==> src/rtl/lc3_mem_sequencer_pkg.sv <==
// ---------------------------------------------------------------------------
// lc3_mem_pkg
// Shared definitions for the LC3 data-memory access stage:
//   - mem_state bus encodings (also consumed by the memaccess stage)
//   - memory-op codes as issued by the control unit
//   - sequencer state enumeration
//   - small decode helpers for the op codes
// ---------------------------------------------------------------------------
package lc3_mem_pkg;

    // mem_state encodings driven towards the memaccess stage
    localparam logic [1:0] MS_DRD  = 2'd0;  // data read
    localparam logic [1:0] MS_PRD  = 2'd1;  // pointer read (indirect first phase)
    localparam logic [1:0] MS_DWR  = 2'd2;  // data write
    localparam logic [1:0] MS_IDLE = 2'd3;  // bus released

    // Memory op codes on req_op
    typedef enum logic [1:0] {
        OP_LOAD      = 2'd0,
        OP_STORE     = 2'd1,
        OP_LOAD_IND  = 2'd2,
        OP_STORE_IND = 2'd3
    } mem_op_e;

    // Sequencer states
    typedef enum logic [2:0] {
        ST_IDLE    = 3'd0,
        ST_PTR_RD  = 3'd1,
        ST_DATA_RD = 3'd2,
        ST_DATA_WR = 3'd3,
        ST_DONE    = 3'd4
    } seq_state_e;

    // Indirect ops carry the pointer phase; encoded in the op MSB
    function automatic logic op_is_ind(input mem_op_e op);
        return op[1];
    endfunction

    // Loads have LSB clear
    function automatic logic op_is_load(input mem_op_e op);
        return ~op[0];
    endfunction

    // First access phase entered when an op is accepted
    function automatic seq_state_e first_phase(input mem_op_e op);
        seq_state_e st;
        case (op)
            OP_LOAD:      st = ST_DATA_RD;
            OP_STORE:     st = ST_DATA_WR;
            OP_LOAD_IND:  st = ST_PTR_RD;
            OP_STORE_IND: st = ST_PTR_RD;
            default:      st = ST_IDLE;
        endcase
        return st;
    endfunction

endpackage

==> src/rtl/lc3_mem_sequencer_if.sv <==
// ---------------------------------------------------------------------------
// lc3_mem_sequencer_if
// Bundles the op-issue handshake and the memaccess-stage signals of the
// LC3 memory sequencer.
//   master : issuer/environment side (drives req_valid, req_op, memout)
//   slave  : sequencer side (drives req_ready, mem_state, M_Control, busy,
//            done, load_valid, load_data, ptr_q)
// ---------------------------------------------------------------------------
interface lc3_mem_sequencer_if;
    import lc3_mem_pkg::*;

    logic        req_valid;
    mem_op_e     req_op;
    logic        req_ready;
    logic [15:0] memout;
    logic [1:0]  mem_state;
    logic        M_Control;
    logic        busy;
    logic        done;
    logic        load_valid;
    logic [15:0] load_data;
    logic [15:0] ptr_q;

    modport master (
        output req_valid, req_op, memout,
        input  req_ready, mem_state, M_Control, busy, done,
               load_valid, load_data, ptr_q
    );

    modport slave (
        input  req_valid, req_op, memout,
        output req_ready, mem_state, M_Control, busy, done,
               load_valid, load_data, ptr_q
    );

endinterface

==> src/rtl/lc3_mem_sequencer.sv <==
// ---------------------------------------------------------------------------
// lc3_mem_sequencer
// Steps the LC3 memaccess stage through its mem_state / M_Control phases
// for LOAD, STORE, LOAD_IND and STORE_IND. Each access phase is held for
// ACC_CYCLES cycles. Load data and the indirect pointer are captured from
// memout on the last cycle of their phase.
// Ports:
//   clock : rising-edge clock
//   reset : synchronous active-low reset
//   bus   : slave modport of lc3_mem_sequencer_if (handshake, phase
//           outputs, captured data)
// All outputs are flops; their next values are decoded from the next state,
// so there is no combinational path from req_* to any output.
// ---------------------------------------------------------------------------
module lc3_mem_sequencer
    import lc3_mem_pkg::*;
#(
    parameter int ACC_CYCLES = 1
) (
    input  logic                 clock,
    input  logic                 reset,
    lc3_mem_sequencer_if.slave   bus
);

    localparam int CNT_W = (ACC_CYCLES > 1) ? $clog2(ACC_CYCLES + 1) : 1;
    localparam logic [CNT_W-1:0] CNT_LAST = CNT_W'(ACC_CYCLES - 1);

    seq_state_e        state_q, state_d;
    logic [CNT_W-1:0]  cnt_q, cnt_d;
    logic              ind_q, ind_d;
    logic              load_q, load_d;
    logic [15:0]       ptr_cap_q, ptr_cap_d;
    logic [15:0]       load_data_q, load_data_d;
    logic              load_valid_q, load_valid_d;
    logic              done_q, done_d;
    logic              busy_q, busy_d;
    logic              ready_q, ready_d;
    logic              m_control_q, m_control_d;
    logic [1:0]        mem_state_q, mem_state_d;

    logic              accept_s;
    logic              phase_last_s;

    // ready is a flop, so accept depends only on req_valid and registered state
    assign accept_s     = bus.req_valid & ready_q;
    assign phase_last_s = (cnt_q == CNT_LAST);

    // Next-state, wait counter and capture logic
    always_comb begin
        state_d      = state_q;
        cnt_d        = cnt_q + CNT_W'(1);
        ind_d        = ind_q;
        load_d       = load_q;
        ptr_cap_d    = ptr_cap_q;
        load_data_d  = load_data_q;
        load_valid_d = 1'b0;

        case (state_q)
            ST_IDLE, ST_DONE: begin
                cnt_d = '0;
                if (accept_s) begin
                    // Back-to-back accept from DONE skips the idle bubble
                    state_d = first_phase(bus.req_op);
                    ind_d   = op_is_ind(bus.req_op);
                    load_d  = op_is_load(bus.req_op);
                end else begin
                    state_d = ST_IDLE;
                end
            end
            ST_PTR_RD: begin
                if (phase_last_s) begin
                    ptr_cap_d = bus.memout;
                    state_d   = load_q ? ST_DATA_RD : ST_DATA_WR;
                    cnt_d     = '0;
                end else begin
                    state_d   = ST_PTR_RD;
                end
            end
            ST_DATA_RD: begin
                if (phase_last_s) begin
                    load_data_d  = bus.memout;
                    load_valid_d = 1'b1;
                    state_d      = ST_DONE;
                    cnt_d        = '0;
                end else begin
                    state_d      = ST_DATA_RD;
                end
            end
            ST_DATA_WR: begin
                if (phase_last_s) begin
                    state_d = ST_DONE;
                    cnt_d   = '0;
                end else begin
                    state_d = ST_DATA_WR;
                end
            end
            default: begin
                state_d = ST_IDLE;
                cnt_d   = '0;
            end
        endcase
    end

    // Output decode from the next state so the outputs themselves are flops
    always_comb begin
        mem_state_d = MS_IDLE;
        m_control_d = 1'b0;
        busy_d      = 1'b0;
        done_d      = 1'b0;
        ready_d     = 1'b0;

        case (state_d)
            ST_IDLE: begin
                ready_d = 1'b1;
            end
            ST_PTR_RD: begin
                mem_state_d = MS_PRD;
                busy_d      = 1'b1;
            end
            ST_DATA_RD: begin
                mem_state_d = MS_DRD;
                m_control_d = ind_d;
                busy_d      = 1'b1;
            end
            ST_DATA_WR: begin
                mem_state_d = MS_DWR;
                m_control_d = ind_d;
                busy_d      = 1'b1;
            end
            ST_DONE: begin
                done_d  = 1'b1;
                ready_d = 1'b1;
            end
            default: begin
                mem_state_d = MS_IDLE;
            end
        endcase
    end

    // State, counter, captured data and registered outputs
    always_ff @(posedge clock) begin
        if (!reset) begin
            state_q      <= ST_IDLE;
            cnt_q        <= '0;
            ind_q        <= 1'b0;
            load_q       <= 1'b0;
            ptr_cap_q    <= 16'h0000;
            load_data_q  <= 16'h0000;
            load_valid_q <= 1'b0;
            done_q       <= 1'b0;
            busy_q       <= 1'b0;
            ready_q      <= 1'b1;
            m_control_q  <= 1'b0;
            mem_state_q  <= MS_IDLE;
        end else begin
            state_q      <= state_d;
            cnt_q        <= cnt_d;
            ind_q        <= ind_d;
            load_q       <= load_d;
            ptr_cap_q    <= ptr_cap_d;
            load_data_q  <= load_data_d;
            load_valid_q <= load_valid_d;
            done_q       <= done_d;
            busy_q       <= busy_d;
            ready_q      <= ready_d;
            m_control_q  <= m_control_d;
            mem_state_q  <= mem_state_d;
        end
    end

    assign bus.req_ready  = ready_q;
    assign bus.mem_state  = mem_state_q;
    assign bus.M_Control  = m_control_q;
    assign bus.busy       = busy_q;
    assign bus.done       = done_q;
    assign bus.load_valid = load_valid_q;
    assign bus.load_data  = load_data_q;
    assign bus.ptr_q      = ptr_cap_q;

endmodule

==> src/flat_wrapper.sv <==
// flat-port wrapper written by rule: the top's interface ports become plain ports
module lc3_mem_sequencer_flat import lc3_mem_pkg::*;
#(
    parameter int ACC_CYCLES = 1
)
  (clock, reset, bus_req_valid, bus_req_op, bus_memout, bus_req_ready, bus_mem_state, bus_M_Control, bus_busy, bus_done, bus_load_valid, bus_load_data, bus_ptr_q);
  lc3_mem_sequencer_if bus_i ();
  input  logic clock;
  input  logic reset;
  input wire logic [$bits(bus_i.req_valid)-1:0] bus_req_valid;
  input wire logic [$bits(bus_i.req_op)-1:0] bus_req_op;
  input wire logic [$bits(bus_i.memout)-1:0] bus_memout;
  output wire logic [$bits(bus_i.req_ready)-1:0] bus_req_ready;
  output wire logic [$bits(bus_i.mem_state)-1:0] bus_mem_state;
  output wire logic [$bits(bus_i.M_Control)-1:0] bus_M_Control;
  output wire logic [$bits(bus_i.busy)-1:0] bus_busy;
  output wire logic [$bits(bus_i.done)-1:0] bus_done;
  output wire logic [$bits(bus_i.load_valid)-1:0] bus_load_valid;
  output wire logic [$bits(bus_i.load_data)-1:0] bus_load_data;
  output wire logic [$bits(bus_i.ptr_q)-1:0] bus_ptr_q;
  assign bus_i.req_valid = bus_req_valid;
  assign bus_i.req_op = bus_req_op;
  assign bus_i.memout = bus_memout;
  assign bus_req_ready = bus_i.req_ready;
  assign bus_mem_state = bus_i.mem_state;
  assign bus_M_Control = bus_i.M_Control;
  assign bus_busy = bus_i.busy;
  assign bus_done = bus_i.done;
  assign bus_load_valid = bus_i.load_valid;
  assign bus_load_data = bus_i.load_data;
  assign bus_ptr_q = bus_i.ptr_q;
  lc3_mem_sequencer #(.ACC_CYCLES(ACC_CYCLES)) u_core (.clock(clock), .reset(reset), .bus(bus_i));
endmodule
==> config.mk <==
export PLATFORM = sky130hd
export DESIGN_NAME = lc3_mem_sequencer_flat
export DESIGN_NICKNAME = d
export VERILOG_FILES = /design/src/rtl/lc3_mem_sequencer_pkg.sv /design/src/rtl/lc3_mem_sequencer_if.sv /design/src/rtl/lc3_mem_sequencer.sv /design/src/flat_wrapper.sv
export SDC_FILE = /design/constraint.sdc
export NUM_CORES = 1
export LEC_CHECK = 0
export ABC_CLOCK_PERIOD_IN_PS = 1500
export BUFFER_PORTS_ARGS = -buffer_cell sky130_fd_sc_hd__buf_4
export CAP_MARGIN = 30
export CORE_ASPECT_RATIO = 0.6
export CORE_MARGIN = 2
export CORE_UTILIZATION = 44
export DETAILED_ROUTE_END_ITERATION = 12
export PLACE_DENSITY_LB_ADDON = 0.05
export SYNTH_ARGS = -nofsm -noshare
export SYNTH_HDL_FRONTEND = slang
export SYNTH_SLANG_ARGS = --single-unit
==> constraint.sdc <==
create_clock -name clock -period 1.5 [get_ports clock]
set_clock_uncertainty 0.05 [all_clocks]
set_input_delay 0.075 -clock clock [delete_from_list [all_inputs] [get_ports clock]]
set_output_delay 0.075 -clock clock [all_outputs]
set_load 0.03 [all_outputs]
# == Word-level counts from Yosys, hierarchy flattened ==
# Cells that the tools add are included.
# op_classes
add_sub_neg,1
n_eq_ne,11
mux,14
n_bitwise,3
n_reduce_logical,15
# op_table
operator,count
"== test 3 x 2 -> 1 bit, second input constant",4
2-to-1 mux 3 bit,4
case mux 3 bit (4 select lines),1
AND reduction 2 bit,5
case mux 3 bit (3 select lines),1
OR reduction 2 bit,4
2-to-1 mux 1 bit,7
"== test 3 x 1 -> 1 bit, second input constant",2
"== test 3 bit, second input constant",2
logical NOT 3 bit,2
case mux 2 bit (3 select lines),1
OR reduction 3 bit,2
"== test 2 bit, second input constant",2
AND reduction 3 bit,1
"== test 2 x 1 -> 1 bit, second input constant",1
logical NOT 2 bit,1
NOT 1 bit,2
"adder 1 bit, second input constant",1
AND 1 bit,1
# totals
register_bits,45
out_inout_bits,39

# == Longest topological paths before layout ==
# Gate-level depths: netlist (run 1).
# depth
word_depth,8
depth_mapped,5

# == Worst setup path after synthesis (run 1) ==
# No wires, ideal clock.
# synth_timing
path_type,flip-flop to flip-flop
from,reg u_core.state_q[2]
to,reg u_core.ptr_cap_q[10] (netlist: u_core.bus.ptr_q[10])
setup_ns,0.116
arrival_ns,1.288
required_time_ns,1.334
setup_slack_ns,0.045
path_stages_with_launch,6
synth_period_minus_slack_ns,1.455
cell_sequence,dfxtp_1 > or4b_1 > buf_6 > buf_6 > nand2_1 > a21boi_1
# synth_between
elab_chain_cells,2
# synth_rtl
element,line_no,text
from (decl),lc3_mem_sequencer.sv:28,"seq_state_e state_q, state_d;"
from (signal assigned),lc3_mem_sequencer.sv:156,state_q <= state_d;
== test 3 x 1 -> 1 bit,lc3_mem_sequencer.sv:58,case (state_q)
AND reduction 2 bit (no source line),n/a,
to (signal assigned),lc3_mem_sequencer.sv:160,ptr_cap_q <= ptr_cap_d;
to (decl),lc3_mem_sequencer.sv:32,"logic [15:0] ptr_cap_q, ptr_cap_d;"
# No other way between the ends.
# A chain may end at the register's enable or synchronous reset.

# == Worst setup path after layout (run 1) ==
# layout_timing
from,reg u_core.state_q[1]
to,reg u_core.m_control_q (netlist: u_core.bus.M_Control)
# layout_between
elab_chain_cells,6
word_cells_on_any_way,12
classes_between,eq/ne (6); mux (2); reduce/logical (4)
# layout_rtl
element,line_no,text
== test 3 bit / logical NOT 3 bit (equally long branches),lc3_mem_sequencer.sv:58,
OR reduction 2 bit,lc3_mem_sequencer.sv:58,
case mux 3 bit (4 select lines),lc3_mem_sequencer.sv:58,
== test 3 x 2 -> 1 bit,lc3_mem_sequencer.sv:112,case (state_d)
OR reduction 2 bit (no source line),n/a,
AND reduction 2 bit (no source line),n/a,
to (signal assigned),lc3_mem_sequencer.sv:166,m_control_q <= m_control_d;
to (decl),lc3_mem_sequencer.sv:38,"logic m_control_q, m_control_d;"
# Parallel ways exist; a longest one is shown, timed or not.

==> flow_metrics.py, run 1 <==
metrics = {
    "floorplanning": {
        "core_area_mm2": 0.003722,
        "die_area_mm2": 0.004464,
        "ioPinCount": 60,
        "row_count": 17,
        "die_y_um": 52.56,
        "initial_utilization_pct": 46.45,
        "die_w_um": 84.93,
    },
    "layout": {
        "n_fill_cell": 303,
        "layout-drive-gt1-share_pct": 32.46,
        "utilization_pct": 67.26,
        "area_delta_synth_final_pct": 44.79,
        "finalNetCount": 288,
        "num_antenna_cells": 0,
    },
    "synth": {
        "netlist_area_mm2": 0.001729,
        "synth_top_family_by_area": "simple AND/OR/NAND/NOR gates",
        "synth_simple_gate_area_share_pct": 24.02,
        "yosysTopAreaCellShare_pct": 52.10,
        "syn_inst": 186,
        "synth_most_common_cell": "nand2_1",
        "synth-compound-area-share_pct": 18.89,
        "synth-async-reset-ratio_pct": 0,
        "yosys.area.top_type": "dfxtp_1",
        "ys_seq_area_share_pct": 52.10,
        "netlist_top_cells_area": "dfxtp_1 (52%), nand2_1 (14%), a21boi_1 (8.7%), a21boi_0 (5.2%), nor4b_4 (2.7%)",
        "synth_nets": 207,
        "synth_common_cells": "nand2_1 (66), dfxtp_1 (45), a21boi_1 (20)",
        "synth_edf_count": 0,
        "synth.area.mux_share_pct": 0.5789,
        "syn_area_per_cell_um2": 9.297,
        "yosys.area_share.xor_xnor_pct": 0,
        "synth-seq-cells": 45,
        "synthAdderAreaFrac_pct": 0,
        "yosysWarningCount": 0,
        "ys_types": 30,
        "synth_flop_cell": "dfxtp_1",
    },
    "hold_path": {
        "hold_class": "in2reg",
        "holdPathStages": 3,
        "hold_start": "bus_memout[0]",
    },
    "run_status": {
        "status": "complete, no violations",
    },
    "clock_tree": {
        "insertion_delay_ps": 290,
        "path_clk_slew_ps": 80,
        "clock-root-buffer": "clkbuf_8",
        "cts_buffers": 5,
        "tritoncts": "yes",
        "clkSinkCount": 45,
        "clock_path_buffers": 2,
        "cts.htree.levels": 2,
    },
    "placement": {
        "place_hpwl_mm": 2.893,
        "place_ws_ps": -25.80,
        "gp_congestion": 0.8855,
        "port_buffers": 59,
    },
    "sta": {
        "setup_viol": 0,
        "finalCriticalPeriod_ps": 1436,
        "drv_slew": 0,
        "hold_viol": 0,
        "fin_crit_sh_pct": 95.73,
        "max_freq_mhz": 696.4,
        "fin_ws_ps": 63.98,
        "rsz0062_at_grt": "false",
    },
    "global_route": {
        "overflow": 0,
        "antenna_found_initial": 0,
        "grt_usage_pct": 19.94,
        "grt_pass1_wl_mm": 6.775,
        "grt_pass1_vias": 1479,
        "grt_max_degree": 40,
    },
    "route": {
        "drtPass1Iterations": 5,
        "routed_via_density": 4.800,
        "drc": 0,
        "routed_wirelength_mm": 4.238,
        "vias": 1512,
        "drt_iter0_markers": 53,
        "drt-wirelength-per-cell_um": 13.45,
        "ant_nets": 0,
    },
    "power_and_ir_drop": {
        "finalPower_uw": 2559,
        "leakage_uw": 0.001058,
        "cellPowerDensity_mw_per_mm2": 1022,
        "ir_drop_mv": 0.5700,
    },
    "worst_setup_path": {
        "crit_required_ps": 1640,
        "worstPathArrival_ps": 1580,
        "max_stage_delay_ps": 360,
        "rr_worst_depth": 4,
        "rr_startpoint": "u_core.state_q[1]",
        "slowest_stage": "dfxtp_2",
        "crit_path_end_kind": "register",
        "startpoint_type": "register",
        "cp_cell_sequence": "buf_4, and4bb_4, mux2i_1, and3b_1",
        "startpoint": "u_core.state_q[1]",
        "crit_fanout": 8,
        "path_class": "reg2reg",
    },
    "flow_run": {
        "maxCapViolations": 0,
    },
}
-- state kept, by name, indices dropped and copies added, names as in the netlist, 2 cells and up --
| signal | count |
|---|---|
| u_core.bus.load_data | 16 |
| u_core.state_q | 3 |
| u_core.bus.mem_state | 2 |
| u_core.bus.ptr_q | 16 |
-- routing by layer --
layer  global-route usage (%)  wire length [um]  up-vias  share of wire (%)
met5                        0                 0        -                  0
met4                    5.820                29        0               0.68
li1                         -                 -      775                  -
met1                    25.15              2000      691                 47
met2                    33.20              1959       41                 46
met3                    6.457               248        5                5.9
-- cell families after synthesis --
group           Yosys count
simple gates             84
flops                    45
compound gates           43
buf+inv                  12
mux                       1
other cells               1
-- metrics by stage --
| stage | setup TNS, ps | hold WS [ps] | cell area [um^2] | cells |
|---|---|---|---|---|
| 6_report | 0 | 9.936 | 2504 | 315 |
| 5_1_grt | 0 | 3.007 | 2504 | 315 |
| 4_1_cts | 0 | 3.011 | 2472 | 314 |
| 3_5_place_dp | -25.80 | 291.3 | 2245 | 292 |
| 3_3_place_gp | 0 | 282.6 | 2245 | 292 |
| 2_1_floorplan | 0 | 159.9 | 1729 | 186 |
-- critical path, delay by kind of cell (launching register included) --
kind	cells	cell delay, ps
buffers and inverters	1	160
flip-flops	1	360
multiplexers	1	230
AND/OR/NAND/NOR	2	550
-- path summary, 6_finish.rpt --
check                                                to  slack [ps]
worst min register to register      u_core.bus.ptr_q[6]         410
worst min-delay path            u_core.bus.load_data[0]          10
worst max-delay path               u_core.bus.M_Control          60
worst max register to register     u_core.bus.M_Control          60
-- report_power, final --
part	internal, uW	switching (uW)
sequential	1270	45.8
clock	331	370
combinational	258	288
total	1860	703
-- repair_timing --
item                       CTS  global route
setup endpoints to repair    1            18
setup buffers                0             0
hold buffers                14             1
pin swaps                    0             1
resized for setup            2             9
hold endpoints to repair    21             1
-- layout by cell type, fill, tap and decap left out, types with 2 or more instances in the layout --
master and count:
buf_4 68, o21a_1 3, dfxtp_1 43, or4b_4 2, nor4b_4 2, o211a_1 2, nor2_1 2, dfxtp_2 2
dlygate4sd3_1 15, clkbuf_8 5, a21boi_0 10, a21boi_1 22, and2_1 2, clkbuf_1 3, nor2b_1 2, nand2_1 66
buf_6 2
-- final cells by class --
cell class | count | area (um^2) | share of cell area (%)
Clock buffer | 8 | 80.08 | 3.198
Tap cell | 47 | 58.81 | 2.349
Inverter | 1 | 3.754 | 0.1499
Multi-Input combinational cell | 129 | 774.5 | 30.93
Sequential cell | 45 | 903.4 | 36.08
Timing Repair Buffer | 85 | 683.2 | 27.29
Power figures use the tool's default switching activity.
==> inputs of run 2 (changes only) <==
- CORE_MARGIN: 2 -> 4
==> run 2 against run 1 <==
Net effect: clock power increased by 3.4%; final cell count decreased by 0.32%; sequential share of layout area increased by 0.22 points; routed wire length increased by 3.0%; largest cell class unchanged.
==> flow_metrics.py, run 2 (synthesized netlist as in run 1, its figures left out) <==
metrics = {
    "sta": {
        "finalCriticalPeriod_ps": 1426,
        "hold_viol": 0,
        "fin_setup_tns_ps": 0,
        "max_freq_mhz": 701.5,
        "setup_viol": 0,
        "rsz0062_at_grt": "false",
        "drv_slew": 0,
        "fin_crit_sh_pct": 95.03,
    },
    "flow_run": {
        "maxCapViolations": 0,
    },
    "run_status": {
        "status": "complete, no violations",
    },
    "placement": {
        "port_buffers": 59,
        "gp_congestion": 0.8417,
        "place_hpwl_mm": 3.097,
    },
    "route": {
        "ant_nets": 0,
        "routed_via_density": 4.927,
        "drt-wirelength-per-cell_um": 13.90,
        "vias": 1547,
        "drt_iter0_markers": 55,
        "routed_wirelength_mm": 4.365,
        "drc": 0,
        "drtPass1Iterations": 4,
    },
    "power_and_ir_drop": {
        "p_sw_uw": 691.6,
        "ir_drop_mv": 0.6599,
        "internal_power_uw": 1882,
        "sw_frac_of_total_pct": 26.87,
        "leakage_uw": 0.001056,
        "p_clk_share_pct": 28.2,
        "cellPowerDensity_mw_per_mm2": 1036,
        "combPwrFrac_pct": 21.0,
        "pwr-share-seq_pct": 50.9,
        "finalPower_uw": 2574,
    },
    "layout": {
        "area_delta_synth_final_pct": 43.70,
        "num_antenna_cells": 0,
        "layout_commonest_cell": "buf_4",
        "n_fill_cell": 326,
        "layout_common_cells": "buf_4 (71), nand2_1 (66), dfxtp_1 (44)",
        "layout-drive-gt1-share_pct": 32.21,
        "finalNetCount": 288,
    },
    "floorplanning": {
        "initial_utilization_pct": 46.45,
        "die_area_mm2": 0.005030,
        "row_count": 17,
        "die_w_um": 88.93,
        "die_y_um": 56.56,
        "ioPinCount": 60,
        "core_area_mm2": 0.003722,
    },
    "worst_setup_path": {
        "startpoint": "u_core.state_q[0]",
        "path_class": "reg2reg",
        "rr_startpoint": "u_core.state_q[0]",
        "crit_fanout": 6,
        "startpoint_type": "register",
        "crit_required_ps": 1620,
        "worstPathArrival_ps": 1550,
        "worst-path-buf-inv": 1,
        "critPathTopFamily": "simple AND/OR/NAND/NOR gates",
        "max_stage_delay_ps": 580,
        "slowest_stage": "or4b_1",
        "crit_path_end_kind": "register",
        "cp_cell_sequence": "or4b_1, buf_4, nand2_1, a21boi_0",
    },
    "global_route": {
        "grt_max_degree": 40,
        "grt_usage_pct": 17.79,
        "overflow": 0,
        "grt_pass1_wl_mm": 6.893,
        "antenna_found_initial": 0,
        "grt_pass1_vias": 1490,
    },
    "clock_tree": {
        "path_clk_slew_ps": 80,
        "clock_path_buffers": 2,
        "clkSinkCount": 45,
        "clock-root-buffer": "clkbuf_8",
        "tritoncts": "yes",
        "cts.htree.levels": 2,
        "insertion_delay_ps": 280,
        "cts_buffers": 5,
    },
    "hold_path": {
        "hold_start": "bus_memout[0]",
        "hold_class": "in2reg",
    },
}
[run 2: timing repair]
item                                    CTS  global route
endpoints found under the setup margin    1            10
setup buffers                             0             0
gates resized for setup                   1             3
endpoints found under the hold margin    18             0
hold buffers                             13             0
[run 2: tightest hold or removal path, stage by stage]
cell and delay [ps]:
buf_4 120, nand2_1 50, a21boi_0 60
[run 2: power by group through the flow]
stage | Sequential, uW | Clock, uW | Combinational (uW)
4_1_cts | 1310 | 752 | 539
3_5_place_dp | 1340 | 0 | 507
3_3_place_gp | 1330 | 0 | 504
2_1_floorplan | 1450 | 0 | 191
6_report | 1310 | 725 | 539
5_1_grt | 1320 | 819 | 577
[run 2: path summary, 6_finish.rpt]
path | depth (start not counted) | endpoint | slack [ps]
max reg2reg | 4 | u_core.bus.load_data[15] | 70
max | 4 | u_core.bus.load_data[15] | 70
min | 3 | u_core.bus.load_data[0] | 10
min reg2reg | 2 | u_core.bus.load_data[5] | 400
[run 2: layout make-up]
type	count	area (um^2)	share of cell area (%)
tap	47	58.81	2.367
timing repair buffer	85	674.4	27.14
clock buffer	7	86.33	3.474
multi-input combinational	129	759.5	30.56
inverter	1	3.754	0.1511
sequential	45	902.1	36.30
[run 2: through the flow]
step	util [%]	area [um^2]	setup WS [ps]	instances	hold slack, ps
6_report	66.76	2485	74.49	314	10.87
5_1_grt	66.76	2485	3.662	314	9.760
4_1_cts	66.62	2480	26.84	314	8.025
3_5_place_dp	60.71	2260	-6.449	294	291.7
3_3_place_gp	60.71	2260	92.68	294	284.6
2_1_floorplan	-	1729	45.36	186	159.9
[run 2: routing by layer]
metal | global-route usage [%] | vias up | share of wire [%]
met3 | 5.132 | 4 | 7.3
met4 | 5.732 | 0 | 1.1
li1 | - | 772 | -
met1 | 23.61 | 715 | 47
met2 | 27.70 | 56 | 44
met5 | 0 | - | 0
==> inputs of run 3 (changes only) <==
- CORE_ASPECT_RATIO: 0.6 -> 0.7
==> run 3 against run 2 <==
Net effect: final area grew 2.9%; hold slack better by 21 ps; power grew 7.7%.
==> flow_metrics.py, run 3 (synthesized netlist as in run 1, its figures left out) <==
metrics = {
    "clock_tree": {
        "clkSinkCount": 45,
        "cts.htree.levels": 2,
        "cts_buffers": 5,
        "clock_path_buffers": 2,
        "path_clk_slew_ps": 70,
        "tritoncts": "yes",
        "insertion_delay_ps": 290,
        "post_cts_buffers": 0,
        "clock-root-buffer": "clkbuf_8",
    },
    "sta": {
        "whs_ps": 32.35,
        "hold_viol": 0,
        "drv_slew": 0,
        "max_freq_mhz": 710.4,
        "finalCriticalPeriod_ps": 1408,
        "setup_viol": 0,
        "rsz0062_at_grt": "false",
        "fin_crit_sh_pct": 93.85,
    },
    "placement": {
        "place_hpwl_mm": 2.948,
        "gp_congestion": 0.7331,
        "port_buffers": 59,
        "dp_cells": 297,
        "dpl_cell_area_mm2": 0.002263,
    },
    "floorplanning": {
        "die_w_um": 82.93,
        "initial_utilization_pct": 47.39,
        "ioPinCount": 60,
        "row_count": 18,
        "die_area_mm2": 0.005013,
        "die_y_um": 60.45,
        "core_area_mm2": 0.003649,
    },
    "route": {
        "drt-wirelength-per-cell_um": 12.55,
        "drt_iter0_markers": 74,
        "routed_via_density": 4.741,
        "drtPass1Iterations": 4,
        "ant_nets": 0,
        "drc": 0,
        "vias": 1522,
        "routed_wirelength_mm": 4.028,
    },
    "layout": {
        "finalNetCount": 291,
        "layout-drive-gt1-share_pct": 32.84,
        "layout_common_cells": "buf_4 (70), nand2_1 (66), dfxtp_1 (43)",
        "area_delta_synth_final_pct": 47.83,
        "layout_commonest_cell": "buf_4",
        "final_area_mm2": 0.002556,
        "fin_cells": 321,
        "num_antenna_cells": 0,
    },
    "global_route": {
        "grt_usage_pct": 16.63,
        "antenna_found_initial": 0,
        "grt_pass1_vias": 1423,
        "grt_max_degree": 40,
        "overflow": 0,
        "grt_pass1_wl_mm": 6.575,
    },
    "worst_setup_path": {
        "startpoint_type": "register",
        "slowest_stage": "or4b_4",
        "crit_required_ps": 1630,
        "worstPathArrival_ps": 1530,
        "cp_cell_sequence": "or4b_4, buf_6, nand2_1, a21boi_0",
        "crit_fanout": 16,
        "max_stage_delay_ps": 570,
        "crit_path_end_kind": "register",
        "path_class": "reg2reg",
    },
    "power_and_ir_drop": {
        "ir_drop_mv": 0.8642,
        "cellPowerDensity_mw_per_mm2": 1084,
        "leakage_uw": 0.001085,
        "finalPower_uw": 2771,
    },
    "flow_run": {
        "maxCapViolations": 0,
    },
    "hold_path": {
        "hold_class": "in2reg",
    },
    "run_status": {
        "status": "complete, no violations",
    },
}
run 3: cell count changes in the layout (fill, tap and decap cells not counted):
cell,delta
dlygate4sd3_1,+3
a21boi_0,+1
a21boi_1,-1
buf_4,-1
buf_6,+1
bufinv_16,+1
dfxtp_1,-1
dfxtp_2,+1
nor2b_1,-1
nor2b_2,+1
run 3: layout make-up:
class	instances	area, um^2
Clock inverter	1	30.03
Timing Repair Buffer	88	708.2
Clock buffer	7	86.33
Multi-Input combinational cell	129	762.0
Sequential cell	45	903.4
Fill cell	306	1092
Tap cell	50	62.56
Inverter	1	3.754
run 3: where the power goes:
part           internal (uW)  leakage [uW]  switching, uW  total [uW]
sequential              1270      0.000366           43.8        1310
clock                    543     0.0000585            379         922
combinational            256      0.000660            282         538
total                   2070       0.00108            705        2770
run 3: final timing paths:
check	start	endpoint	slack, ps	cells past startpoint
min	bus_req_op[0]	u_core.load_q	30	3
min reg2reg	u_core.bus.load_data[4]	u_core.bus.load_data[4]	400	2
max	u_core.state_q[1]	u_core.bus.ptr_q[4]	90	4
max reg2reg	u_core.state_q[1]	u_core.bus.ptr_q[4]	90	4
run 3: per-stage QoR:
step / utilization (%) / setup slack [ps] / setup TNS, ps
3_3_place_gp: 62.04 / 56.69 / 0
5_1_grt: 70.06 / 4.077 / 0
6_report: 70.06 / 92.30 / 0
2_1_floorplan: - / 45.36 / 0
4_1_cts: 69.72 / 10.90 / 0
3_5_place_dp: 62.04 / -12.60 / -39.29
run 3: timing repair:
item | 4_1_cts | 5_1_grt
resized for setup | 1 | 5
hold buffers | 16 | 0
hold endpoints to repair | 29 | 0
setup endpoints to repair | 8 | 25
run 3: critical path: cells and delay by family, from the launching register on:
kind | cells | cell delay (ps)
compound gates | 1 | 80
flops | 1 | 360
simple gates | 2 | 630
buf+inv | 1 | 180
run 3: metal layers:
layer  global-route usage, %  vias to the layer above  routed length (um)
li1                        -                      781                   -
met5                       0                        -                   0
met2                   27.63                       45                1837
met4                   6.294                        0                  37
met1                   20.37                      692                1862
met3                   5.970                        4                 291
